--- src/rtl/rv_mem_arbiter.sv ---
// Memory port arbiter: shares one memory port between instruction fetch (IF)
// and the load/store unit (DM). Round-robin grant, one outstanding transaction,
// and a flush mechanism that swallows a stale fetch response.
module rv_mem_arbiter #(
  parameter int unsigned Width = 32
) (
  input  logic               clk,
  input  logic               rst_n,
  input  logic               if_req_valid,
  input  logic [Width-1:0]   if_req_addr,
  output logic               if_req_ready,
  input  logic               if_flush,
  output logic               if_rsp_valid,
  output logic [Width-1:0]   if_rsp_data,
  input  logic               dm_req_valid,
  input  logic [Width-1:0]   dm_req_addr,
  input  logic               dm_req_we,
  input  logic [Width/8-1:0] dm_req_be,
  input  logic [Width-1:0]   dm_req_wdata,
  output logic               dm_req_ready,
  output logic               dm_rsp_valid,
  output logic [Width-1:0]   dm_rsp_data,
  output logic               mem_req_valid,
  input  logic               mem_req_ready,
  output logic [Width-1:0]   mem_req_addr,
  output logic               mem_req_we,
  output logic [Width/8-1:0] mem_req_be,
  output logic [Width-1:0]   mem_req_wdata,
  input  logic               mem_rsp_valid,
  input  logic [Width-1:0]   mem_rsp_rdata,
  output logic               busy
);

  localparam int unsigned BeW = Width / 8;

  typedef enum logic [1:0] {StIdle, StIssue, StWait} state_e;

  state_e             state_q, state_d;
  logic               owner_q, owner_d;  // 1 = IF, 0 = DM
  logic               prio_q, prio_d;    // 1 = IF wins a tie
  logic               drop_q, drop_d;    // swallow the pending fetch response
  logic [Width-1:0]   addr_q, addr_d;
  logic               we_q, we_d;
  logic [BeW-1:0]     be_q, be_d;
  logic [Width-1:0]   wdata_q, wdata_d;

  logic if_cand, dm_cand, accept, grant_if, grant_dm, rsp_fire;

  // Winner selection; a flushed fetch is never a candidate. Grants are masked
  // during reset so every output reads 0 while rst_n is low.
  always_comb begin
    if_cand  = if_req_valid && !if_flush;
    dm_cand  = dm_req_valid;
    accept   = (state_q == StIdle) && rst_n && (if_cand || dm_cand);
    grant_if = accept && if_cand && (!dm_cand || prio_q);
    grant_dm = accept && dm_cand && (!if_cand || !prio_q);
    rsp_fire = (state_q == StWait) && mem_rsp_valid;
  end

  // Next-state: FSM, ownership, round-robin priority, drop flag and latched fields.
  always_comb begin
    state_d = state_q;
    owner_d = owner_q;
    prio_d  = prio_q;
    drop_d  = drop_q;
    addr_d  = addr_q;
    we_d    = we_q;
    be_d    = be_q;
    wdata_d = wdata_q;
    unique case (state_q)
      StIdle: begin
        drop_d = 1'b0;
        if (grant_if) begin
          owner_d = 1'b1;
          prio_d  = 1'b0;
          addr_d  = if_req_addr;
          we_d    = 1'b0;
          be_d    = {BeW{1'b1}};
          wdata_d = '0;
          state_d = StIssue;
        end else if (grant_dm) begin
          owner_d = 1'b0;
          prio_d  = 1'b1;
          addr_d  = dm_req_addr;
          we_d    = dm_req_we;
          be_d    = dm_req_be;
          wdata_d = dm_req_wdata;
          state_d = StIssue;
        end
      end
      StIssue: begin
        if (if_flush && owner_q) drop_d = 1'b1;
        if (mem_req_ready) state_d = StWait;
      end
      StWait: begin
        if (if_flush && owner_q) drop_d = 1'b1;
        // Returning to idle clears drop regardless of a same-cycle flush.
        if (mem_rsp_valid) begin
          state_d = StIdle;
          drop_d  = 1'b0;
        end
      end
      default: state_d = StIdle;
    endcase
  end

  // State and latched request registers.
  always_ff @(posedge clk or negedge rst_n) begin
    if (!rst_n) begin
      state_q <= StIdle;
      owner_q <= 1'b0;
      prio_q  <= 1'b0;
      drop_q  <= 1'b0;
      addr_q  <= '0;
      we_q    <= 1'b0;
      be_q    <= '0;
      wdata_q <= '0;
    end else begin
      state_q <= state_d;
      owner_q <= owner_d;
      prio_q  <= prio_d;
      drop_q  <= drop_d;
      addr_q  <= addr_d;
      we_q    <= we_d;
      be_q    <= be_d;
      wdata_q <= wdata_d;
    end
  end

  // Outputs: handshakes, memory request fields and combinational response routing.
  always_comb begin
    if_req_ready  = grant_if;
    dm_req_ready  = grant_dm;
    mem_req_valid = (state_q == StIssue);
    mem_req_addr  = addr_q;
    mem_req_we    = we_q;
    mem_req_be    = be_q;
    mem_req_wdata = wdata_q;
    dm_rsp_valid  = rsp_fire && !owner_q;
    if_rsp_valid  = rsp_fire && owner_q && !drop_q && !if_flush;
    dm_rsp_data   = dm_rsp_valid ? mem_rsp_rdata : '0;
    if_rsp_data   = if_rsp_valid ? mem_rsp_rdata : '0;
    busy          = (state_q != StIdle);
  end

endmodule
--- config.mk ---
export PLATFORM = sky130hd
export DESIGN_NAME = rv_mem_arbiter
export DESIGN_NICKNAME = d
export VERILOG_FILES = /design/src/rtl/rv_mem_arbiter.sv
export SDC_FILE = /design/constraint.sdc
export NUM_CORES = 1
export LEC_CHECK = 0
export BUFFER_PORTS_ARGS = -buffer_cell sky130_fd_sc_hd__buf_4
export CAP_MARGIN = 10
export CELL_PAD_IN_SITES_DETAIL_PLACEMENT = 1
export CELL_PAD_IN_SITES_GLOBAL_PLACEMENT = 2
export CORE_ASPECT_RATIO = 1.75
export CORE_MARGIN = 1.5
export CORE_UTILIZATION = 19
export DETAILED_ROUTE_END_ITERATION = 10
export GPL_TIMING_DRIVEN = 0
export PLACE_DENSITY_LB_ADDON = 0.1
export SETUP_SLACK_MARGIN = 0.5
export SYNTH_ARGS = -nofsm -noshare
export SYNTH_HDL_FRONTEND = slang
export SYNTH_SLANG_ARGS = --single-unit
--- constraint.sdc ---
create_clock -name clk -period 1.9 [get_ports clk]
set_input_delay 0.475 -clock clk [delete_from_list [all_inputs] [get_ports clk]]
set_output_delay 0.475 -clock clk [all_outputs]
set_load 0.02 [all_outputs]
Word-level counts from Yosys, hierarchy flattened
Cells that the tools add are included.
W data, S select, Z words.
Storage, ports and cells
  register bits after elaboration: 74
  bits of input ports: 140
  output and inout port bits: 139
  logic and storage cells: 63
Operators by class
  multiplexer cells: 22
  equal/unequal tests: 5
  reductions and logical operators: 28
Operator list (count)
  $mux W32: 6
  $logic_and A1 B1 Y1: 13
  $mux W1: 8
  $mux W2: 4
  $mux W4: 2
  $logic_not A1 Y1: 6
  $pmux W2 S3: 1
  $reduce_bool A2 Y1: 2
  $logic_or A1 B1 Y1: 3
  $ne A3 B3 Y1 const B: 1
  $pmux W1 S3: 1
  $reduce_and A3 Y1: 1
  $reduce_bool A3 Y1: 1
  $eq A2 B1 Y1 const B: 1
  $eq A2 B2 Y1 const B: 1
  $logic_not A2 Y1: 1
  $ne A2 B1 Y1 const B: 1
  $ne A2 B2 Y1 const B: 1
  $reduce_and A2 Y1: 1

Longest topological paths before layout
Gate-level depths: netlist of the first run.
  depth in word-level cells: 9
  gate-level depth with buffers: 9
  gate-level depth less buffers: 7

Least setup slack after synthesis of the first run
Ideal clock, no wire load.
  path kind: reg2out
  from: reg state_q[0]
  to: out if_rsp_data[22]
  data arrival time: 1714 ps
  stages on the path, launching flop included: 7
  buffers on the path: 1
  required time: 1425 ps
  path slack: -289 ps
  cell sequence: dfrtp_1 -> inv_1 -> ha_1 -> nand2_1 -> nor4b_2 -> clkbuf_1 -> and2_1
On the way
  longest elaborated chain between the ends: 6
Ends and longest elaborated chain
  start, declared: RTL line 38  | state_e state_q, state_d;
  start signal, assigned: RTL line 110  | state_q <= StIdle;
  start signal, assigned: RTL line 119  | state_q <= state_d;
  $eq A2 B2 Y1: RTL line 57  | rsp_fire = (state_q == StWait) && mem_rsp_valid;
  $logic_and A1 B1 Y1: RTL line 57
  $logic_and A1 B1 Y1 (3 in series): RTL line 140  | if_rsp_valid = rsp_fire && owner_q && !drop_q && !if_flush;
  named net if_rsp_valid: RTL line 13  | output logic if_rsp_valid,
  $mux W32: RTL line 142  | if_rsp_data = if_rsp_valid ? mem_rsp_rdata : '0;
  end, declared: RTL line 14  | output logic [Width-1:0] if_rsp_data,
The timed path passes the listed nets, and every way through them passes these cells.

Final worst setup path of the first run
  from: reg state_q[0]
  to: out dm_req_ready
On the way
  longest elaborated chain between the ends: 5
Ends and longest elaborated chain
  $logic_not A2 Y1: RTL line 54  | accept = (state_q == StIdle) && rst_n && (if_cand || dm_cand);
  $logic_and A1 B1 Y1 (2 in series): RTL line 54
  $logic_and A1 B1 Y1 (2 in series): RTL line 56  | grant_dm = accept && dm_cand && (!if_cand || !prio_q);
  end, declared: RTL line 20  | output logic dm_req_ready,
No other way between the ends.

==> summary.txt, run 1 <==
Routing
  • Vias: 3,968
  • Antenna Nets Post-Route: 0
  • # DRC: 0
  • Drt first pass iters: 3
  • Final wirelength: 16.4 mm
  • Drt initial violations: 77
  • DR vias/cell: 4.30
  • Wire per inst: 17.8 um

Global routing
  • Gr usage total: 16.8%
  • Number of global-route vias before repair: 4,482
  • Grt total ovfl: 0
  • First-pass GRT wire length: 25.1 mm
  • Maximum number of pins on one net before global-route repair: 79
  • Initial antenna violation count: 0

Synth
  • Synthesized net count: 478
  • Top post-synthesis cells by area: dfrtp_1, and2_1, a22o_1, mux2i_1, nand2_1
  • Post-Syn Instances: 333
  • Syn Std Cell Area: 3540 um2
  • Register bit total from synthesis: 74
  • Post-synth top area share: 52.3%
  • Yosys warns: 0
  • Synth unique cells: 32
  • Seq/Total Area, Yosys: 52.3%
  • Syn_area_per_cell: 10.6 um2
  • Synth area leader: dfrtp_1

Outcome
  • Status: finished, violations left
  • Failing checks: setup timing

Clock network
  • # hold bufs at CTS: 0
  • CTS root buffer: clkbuf_16
  • CTS clock-pin slew for the worst setup and hold paths: 70 ps
  • Worst-Skew Late Latency: 340 ps
  • H-Tree Depth: 3
  • Num CTS Buffers: 9
  • Clock buffer depth: 2
  • CTS tree: done
  • Clk sinks: 74

STA
  • Setup ws final: -423 ps
  • Worst slew margin: 68.9%
  • Tcrit/Tclk final: 122%
  • Max-slew violations: 0
  • Period minus WS final: 2320 ps
  • RSZ-0062 raised after global routing: true
  • Final hold viol count: 0
  • Final setup vio count: 69
  • Tightest Pin Transition: 467 ps
  • Final setup skew: 8.75 ps
  • Maximum clock rate: 430 MHz

Power
  • Leak pwr: 4.00 nW
  • VDD IR max: 0.000599 V
  • Tot Pwr: 10.6 mW
  • Power per cell area: 1320 nW/um2

Worst setup path
  • Critical path class: reg2out
  • Setup slack, reg-to-reg: 20 ps
  • CP endpoint kind: primary output
  • Worst Path Max Fanout: 3
  • Reg-to-reg endpoint: mem_req_wdata[13]
  • Critical Path AT: 1850 ps
  • R2r worst-path depth: 12
  • R2r startpoint: state_q[0]
  • Critical Path RT: 1420 ps
  • CP startpoint kind: flip-flop

Cells and area
  • Area grow syn2layout: 126%
  • Utilization after layout: 44.2%
  • # diodes: 0
  • Filler cell count: 1,970
  • Share of cells above drive strength 1: 72.8%
  • Fin cells: 922
  • Cell area after layout: 8010 um2
  • Nets: 828

Floorplanning
  • IO Count: 279
  • Die ar.: 19,500 um2
  • Die Ht: 184 um
  • DIE WIDTH: 106 um
  • Core box area: 18,100 um2
  • Starting Density: 19.5%
  • Site row count: 65

Placed design
  • Worst slack, placed: -1180 ps
  • Area after DPL: 6110 um2
  • DP Wirelength: 11.7 mm
  • Placed insts: 845
  • PortBufs: 278
  • Gpl congestion: 0.672

Min path
  • Tightest Hold Check Type: in2async

Flow run
  • Max-Cap Viols: 0
## Yosys cell counts (all sizes together)
cell / count
nor4b: 1
mux2i: 19
a21o: 1
a21boi: 1
inv: 8
mux2: 1
nand3: 1
and2: 64
o21ai: 22
ha: 5
a2111oi: 1
a31oi: 1
a22oi: 13
o22a: 4
clkbuf: 8
a211oi: 1
a22o: 33
nor2b: 2
o21bai: 1
a21oi: 1
a2bb2oi: 1
nor2: 6
dfrtp: 74
o22ai: 1
nand2: 48
buf: 15
## final cells by class
class                           count  area [um2]  share of cell area, %
Multi-Input combinational cell    228        1940                   24.3
Timing Repair Buffer              339        3230                   40.4
Buffer                             23         354                   4.42
Clock inverter                      6        65.1                  0.812
Tap cell                          234         293                   3.66
Inverter                            8        37.5                  0.469
Sequential cell                    74        1850                   23.1
Clock buffer                       10         229                   2.86
## state kept, by name, indices dropped and copies added, names as in the netlist
name / count
mem_req_addr: 32
owner_q: 1
mem_req_wdata: 32
drop_q: 1
state_q: 2
mem_req_we: 1
mem_req_be: 4
prio_q: 1
## worst max path at each step
stage	start	to	slack, ps	depth (start not counted)
floorplan	state_q[0]	if_rsp_data[22]	10	6
global placement	rst_n	if_req_ready	-1100	5
detailed placement	rst_n	if_req_ready	-1180	5
CTS	state_q[0]	if_rsp_data[30]	-470	8
global route	state_q[0]	if_rsp_data[5]	-500	8
finish	state_q[0]	dm_req_ready	-420	10
## cell families (layout without fill, tap and decap cells)
kind of cell | Yosys count | in the layout | synth area share, %
flip-flops | 74 | 74 | 52.3
multiplexers | 20 | 20 | 5.69
AO/OA/AOI/OAI | 81 | 81 | 17.4
AND/OR/NAND/NOR | 122 | 122 | 18.2
buffers and inverters | 31 | 386 | 4.63
adder cells (fa/ha/maj) | 5 | 5 | 1.77
## stage by stage
| step | setup TNS, ps | hold slack (ps) |
|---|---|---|
| 2_1_floorplan | 0 | 179 |
| 3_3_place_gp | -56930 | 456 |
| 3_5_place_dp | -64620 | 458 |
| 4_1_cts | -26990 | 73.0 |
| 5_1_grt | -29550 | 82.5 |
| 6_report | -23750 | 37.2 |
## cells in the final DEF (no fill, tap or decap), types with 3 or more instances in the layout
| cell | n |
|---|---|
| buf_4 | 224 |
| o22a_1 | 4 |
| buf_16 | 9 |
| o21ai_2 | 9 |
| mux2i_1 | 19 |
| a22oi_2 | 11 |
| clkbuf_16 | 11 |
| nor2_1 | 4 |
| dfrtp_1 | 73 |
| nand2_2 | 17 |
| o21ai_1 | 12 |
| and2_4 | 62 |
| buf_6 | 91 |
| nand2_1 | 29 |
| buf_8 | 25 |
| buf_12 | 9 |
| ha_4 | 3 |
| a22o_1 | 33 |
| inv_4 | 3 |
| inv_1 | 4 |
## layer usage
layer  wire length (um)  global-route usage [%]  vias up
met5                  0                       0        -
met4                199                    4.92        0
met3               1110                    3.90       14
met2               9980                    34.2      175
met1               5150                    16.3     1926
li1                   -                       -     1853
## power breakdown
part | total (mW) | switching [mW] | internal [mW]
Sequential | 2.84 | 0.504 | 2.34
Combinational | 6.00 | 2.82 | 3.18
Clock | 1.73 | 0.709 | 1.02
Total | 10.6 | 4.04 | 6.54
## worst max-delay path, cell delays in order (launching register included)
cell	delay (ps)
dfrtp_1	390
inv_2	100
buf_4	120
ha_4	150
buf_6	110
nand3_4	70
a21o_4	210
inv_4	60
buf_8	100
buf_8	100
buf_6	110
## timing repair
item | 4_1_cts | 5_1_grt
pin swaps | 86 | 12
endpoints found under the hold margin | 0 | 0
gates resized for setup | 242 | 34
setup endpoints to repair | 143 | 152
gates cloned | 16 | 1
setup buffers | 34 | 10
Note: power is estimated with default switching activity, not from simulation.
==> run 2: changes to the inputs <==
- PLACE_DENSITY: default -> 0.82
- PLACE_DENSITY_LB_ADDON: 0.1 -> default
==> summary.txt, run 2 (synthesis gave the netlist of run 1 again) <==
STA
  • Tightest hold margin: 55.0 ps (+17.8 ps)
  • RSZ-0062 raised after global routing: true
  • Setup ws final: -427 ps (-3.69 ps)
  • Worst slew margin: 64.8% (-4.1 points)
  • TNS Setup: -26,010 ps (-2250 ps)
  • Tcrit/Tclk final: 122% (+0.19 points)
  • Final setup vio count: 71 (+2.9%)
  • Max-slew violations: 0 (unchanged)
  • Final hold viol count: 0 (unchanged)
  • Tightest Pin Transition: 527 ps (+60.1 ps)
  • Maximum clock rate: 430 MHz (-0.16%)
  • Final setup skew: 6.03 ps (-2.72 ps)
  • Period minus WS final: 2330 ps (+3.69 ps)

Cells and area
  • Filler cell count: 1,960 (-0.51%)
  • Most common cell after layout, fill and taps aside: buf_4
  • Most frequent cells in the layout: buf_4, buf_6, dfrtp_1
  • Utilization after layout: 45.7% (+1.6 points)
  • Area grow syn2layout: 134%
  • Nets: 846 (+2.2%)
  • Share of cells above drive strength 1: 77.4% (+4.6 points)

Global routing
  • Initial antenna violation count: 1 (+1)
  • Number of global-route vias before repair: 4,629 (+3.3%)
  • Maximum number of pins on one net before global-route repair: 79 (unchanged)
  • Gr usage total: 17.4% (+0.60 points)
  • M2 GR Usage: 35.3% (+1.1 points)
  • Met3 usage: 4.18% (+0.28 points)
  • GR Util met1: 15.9% (-0.40 points)
  • Global routing's busiest layer: met2
  • Grt total ovfl: 0 (unchanged)
  • First-pass GRT wire length: 25.6 mm (+2.1%)

Worst setup path
  • CP endpoint kind: primary output
  • Critical Path AT: 1850 ps (about the same)
  • CP startpoint kind: flip-flop
  • R2r worst-path depth: 9 (-3)
  • Critical Path RT: 1420 ps (about the same)
  • Worst Path Max Fanout: 5 (+2)
  • Critical path class: reg2out

Power
  • Power per cell area: 1350 nW/um2 (+2.3%)
  • VDD IR max: 0.000684 V (+14%)
  • Tot Pwr: 11.2 mW (+6.0%)
  • Leak pwr: 4.14 nW (+3.5%)

Clock network
  • Num CTS Buffers: 9 (unchanged)
  • CTS root buffer: clkbuf_16
  • Clk sinks: 74 (unchanged)
  • Clock buffer depth: 2 (unchanged)
  • # hold bufs at CTS: 0 (unchanged)
  • Worst-Skew Late Latency: 340 ps (about the same)
  • H-Tree Depth: 3 (unchanged)
  • CTS tree: done
  • CTS clock-pin slew for the worst setup and hold paths: 60 ps (about the same)

Floorplanning
  • IO Count: 279 (unchanged)
  • Starting Density: 19.5% (unchanged)
  • Die Ht: 184 um (unchanged)
  • DIE WIDTH: 106 um (unchanged)
  • Site row count: 65 (unchanged)
  • Core box area: 18,100 um2 (unchanged)
  • Die ar.: 19,500 um2 (unchanged)

Routing
  • Drt first pass iters: 4 (+1)
  • Final wirelength: 17.5 mm (+6.4%)
  • Wire per inst: 18.6 um (+4.3%)
  • DR vias/cell: 4.39 (+2.1%)
  • Antenna Nets Post-Route: 0 (unchanged)
  • # DRC: 0 (unchanged)
  • Vias: 4,129 (+4.1%)
  • Drt initial violations: 88 (+14%)

Outcome
  • Status: finished, violations left
  • Failing checks: setup timing

Flow run
  • Max-Cap Viols: 0 (unchanged)

Placed design
  • Gpl congestion: 0.773 (+15%)
  • PortBufs: 278 (unchanged)
  • Worst slack, placed: -1140 ps (+32.4 ps)
  • DP Wirelength: 12.0 mm (+2.5%)

Min path
  • Tightest Hold Check Type: in2async
-- run 2: worst max-delay path: stages, from the launching register on --
cell and delay (ps):
dfrtp_1 400, inv_2 100, ha_4 150, nand2_4 60, nor4b_4 250, buf_6 190, buf_8 120, and2_4 140
buf_6 110
-- run 2: report_power, final --
group          internal [mW]  switching [mW]  leakage (nW)
registers               2.34           0.561         0.927
logic                   3.60            3.13          3.08
clock network          0.907           0.667         0.134
-- run 2: metal layers --
layer	wire length [um]	share of wire, %	vias to the layer above
met5	0	0	-
met3	1340	7.6	31
met2	10300	59	241
li1	-	-	1882
met4	588	3.4	0
met1	5300	30	1975
-- run 2: path summary, 6_finish.rpt --
check / from / to / slack, ps
setup / recovery: state_q[0] / if_rsp_data[14] / -430
hold / removal: rst_n / mem_req_addr[12] / 60
setup reg to reg: state_q[1] / state_q[0] / -30
hold reg to reg: mem_req_be[3] / mem_req_be[3] / 490
max in group asynchronous: rst_n / state_q[1] / 1460
min in group clk: dm_req_wdata[13] / mem_req_wdata[13] / 360
-- run 2: layout make-up --
class,instances,area (um2),area share [%]
clock buffer,10,239,2.88
clock inverter,5,31.3,0.377
sequential,74,1850,22.3
antenna,1,2.50,0.0302
tap,234,293,3.53
timing repair buffer,357,3350,40.4
inverter,8,50.0,0.604
multi-input combinational,228,2120,25.5
buffer,23,354,4.27
-- run 2: stage by stage --
stage | instance area, um2 | instances
2_1_floorplan | 3730 | 333
3_3_place_gp | 6110 | 845
3_5_place_dp | 6110 | 845
4_1_cts | 7810 | 909
5_1_grt | 8290 | 940
6_report | 8290 | 940
-- run 2: timing repair --
item,in CTS,in global routing
pin swaps,71,29
endpoints found under the hold margin,0,0
setup buffers,34,30
gates resized for setup,250,77
endpoints found under the setup margin,143,168
cloned,15,0
==> run 3: changes to the inputs <==
==> constraint.sdc (replaced) <==
create_clock -name clk -period 1.9 [get_ports clk]
set_input_delay 0.19 -clock clk [delete_from_list [all_inputs] [get_ports clk]]
set_output_delay 0.19 -clock clk [all_outputs]
set_load 0.02 [all_outputs]
==> summary.txt, run 3 (synthesis gave the netlist of run 1 again) <==
Outcome
  • Status: finished, violations left
  • Failing checks: hold timing, setup timing

Routing
  • Wire per inst: 18.5 um (-0.83%)
  • Drt first pass iters: 4 (unchanged)
  • Vias: 4,015 (-2.8%)
  • Drt initial violations: 78 (-11%)
  • Antenna Nets Post-Route: 0 (unchanged)
  • Final wirelength: 16.9 mm (-3.5%)
  • DR vias/cell: 4.39 (-0.10%)
  • # DRC: 0 (unchanged)

Power
  • Power per cell area: 1350 nW/um2 (about the same)
  • Tot Pwr: 10.6 mW (-5.6%)
  • Leak pwr: 3.95 nW (-4.5%)
  • VDD IR max: 0.000897 V (+31%)

STA
  • Tightest Pin Transition: 736 ps (+209 ps)
  • Setup ws final: -162 ps (+265 ps)
  • Maximum clock rate: 485 MHz (+13%)
  • Worst slew margin: 51.0% (-14 points)
  • Tcrit/Tclk final: 109% (-14 points)
  • Period minus WS final: 2060 ps (-265 ps)
  • RSZ-0062 raised after global routing: true
  • Tightest hold margin: -107 ps (-162 ps)
  • Final setup vio count: 67 (-5.6%)
  • Final hold viol count: 74 (+74)
  • Final setup skew: 8.75 ps (+2.72 ps)
  • TNS Setup: -6890 ps (+19,110 ps)
  • Max-slew violations: 0 (unchanged)

Global routing
  • Number of global-route vias before repair: 4,530 (-2.1%)
  • Grt total ovfl: 0 (unchanged)
  • Gr usage total: 17.1% (-0.33 points)
  • Maximum number of pins on one net before global-route repair: 79 (unchanged)
  • First-pass GRT wire length: 25.2 mm (-1.9%)
  • Initial antenna violation count: 0 (-1)

Worst setup path
  • CP endpoint kind: primary output
  • Critical path class: reg2out
  • Setup crit start: state_q[0]
  • Worst Setup EP: dm_rsp_data[20]
  • R2r worst-path depth: 9 (unchanged)
  • Critical Path RT: 1710 ps (+290 ps)
  • Worst Path Max Fanout: 6 (+1)
  • CP startpoint kind: flip-flop
  • Critical Path AT: 1870 ps (+20 ps)
  • Reg-to-reg endpoint: state_q[0]
  • R2r startpoint: state_q[0]
  • Setup slack, reg-to-reg: -40 ps (about the same)

Floorplanning
  • DIE WIDTH: 106 um (unchanged)
  • Starting Density: 19.5% (unchanged)
  • Die Ht: 184 um (unchanged)
  • Die ar.: 19,500 um2 (unchanged)
  • Core box area: 18,100 um2 (unchanged)
  • Site row count: 65 (unchanged)
  • IO Count: 279 (unchanged)

Cells and area
  • Utilization after layout: 43.1% (-2.6 points)
  • Filler cell count: 1,984 (+1.2%)
  • Most frequent cells in the layout: buf_4, buf_6, dfrtp_1
  • Most common cell after layout, fill and taps aside: buf_4
  • Area grow syn2layout: 121%
  • # diodes: 0 (-1)
  • Nets: 821 (-3.0%)
  • Share of cells above drive strength 1: 69.2% (-8.3 points)

Clock network
  • CTS root buffer: clkbuf_16
  • Worst-Skew Late Latency: 340 ps (about the same)
  • CTS clock-pin slew for the worst setup and hold paths: 60 ps (about the same)
  • CTS tree: done
  • Num CTS Buffers: 9 (unchanged)
  • Clock buffer depth: 2 (unchanged)
  • Clk sinks: 74 (unchanged)
  • H-Tree Depth: 3 (unchanged)

Flow run
  • Max-Cap Viols: 0 (unchanged)

Placed design
  • PortBufs: 278 (unchanged)
  • Gpl congestion: 0.766 (-1.0%)
  • Worst slack, placed: -596 ps (+547 ps)
  • DP Wirelength: 12.3 mm (+2.1%)

Min path
  • Tightest Hold Check Type: in2async
[run 3: cell count changes in the layout (fill, tap and decap cells not counted), sizes merged]
cell and change:
buf -29, bufbuf +2, bufinv +2, clkbuf +3, clkinv -2, clkinvlp -1
diode -1, inv +1
[run 3: report_power, final]
part	internal [mW]	switching (mW)
Clock	1.23	0.694
Combinational	2.99	2.80
Sequential	2.34	0.528
Total	6.55	4.02
[run 3: timing repair]
action / CTS / global route
resized for setup: 201 / 37
pin swaps: 41 / 33
buffers inserted: 31 / 10
gates cloned: 13 / 0
endpoints found under the hold margin: 74 / 74
endpoints found under the setup margin: 143 / 143
[run 3: stage by stage]
step                instances  cell area (um2)  hold slack [ps]
floorplan                 333             3690             -106
global placement          845             6070              401
detailed placement        845             6070              418
CTS                       905             7640            -85.4
global route              915             7820            -59.2
finish                    915             7820             -107
[run 3: worst min-delay path by stage]
stage	start	slack, ps	to
after global placement	rst_n	400	mem_req_addr[8]
final	rst_n	-110	mem_req_addr[8]
after floorplan	rst_n	-110	drop_q
after global routing	rst_n	-60	mem_req_addr[7]
after CTS	rst_n	-90	mem_req_addr[8]
after detailed placement	rst_n	420	mem_req_addr[8]
[run 3: per-layer routing]
metal  wire length, um  GRT usage, %  share of wire, %
met1              5220          14.9                31
met2              9870          35.7                58
met3              1470          4.68               8.7
met4               333          5.95               2.0
met5                 0             0                 0
[run 3: critical path, cell delays in order (launching register included)]
cell and delay [ps]:
dfrtp_1 390, inv_2 90, ha_4 150, nand2_4 60, buf_6 120, nor2_4 190
buf_6 160, buf_8 110, and2_4 160, buf_6 110
[run 3: area by class of cell]
| cell class | count | area (um2) | area share, % |
|---|---|---|---|
| Tap cell | 234 | 293 | 3.74 |
| Inverter | 8 | 40.0 | 0.512 |
| Sequential cell | 74 | 1850 | 23.7 |
| Clock buffer | 11 | 253 | 3.23 |
| Clock inverter | 5 | 86.3 | 1.10 |
| Buffer | 23 | 377 | 4.82 |
| Multi-Input combinational cell | 228 | 1870 | 23.9 |
| Timing Repair Buffer | 332 | 3050 | 39.0 |
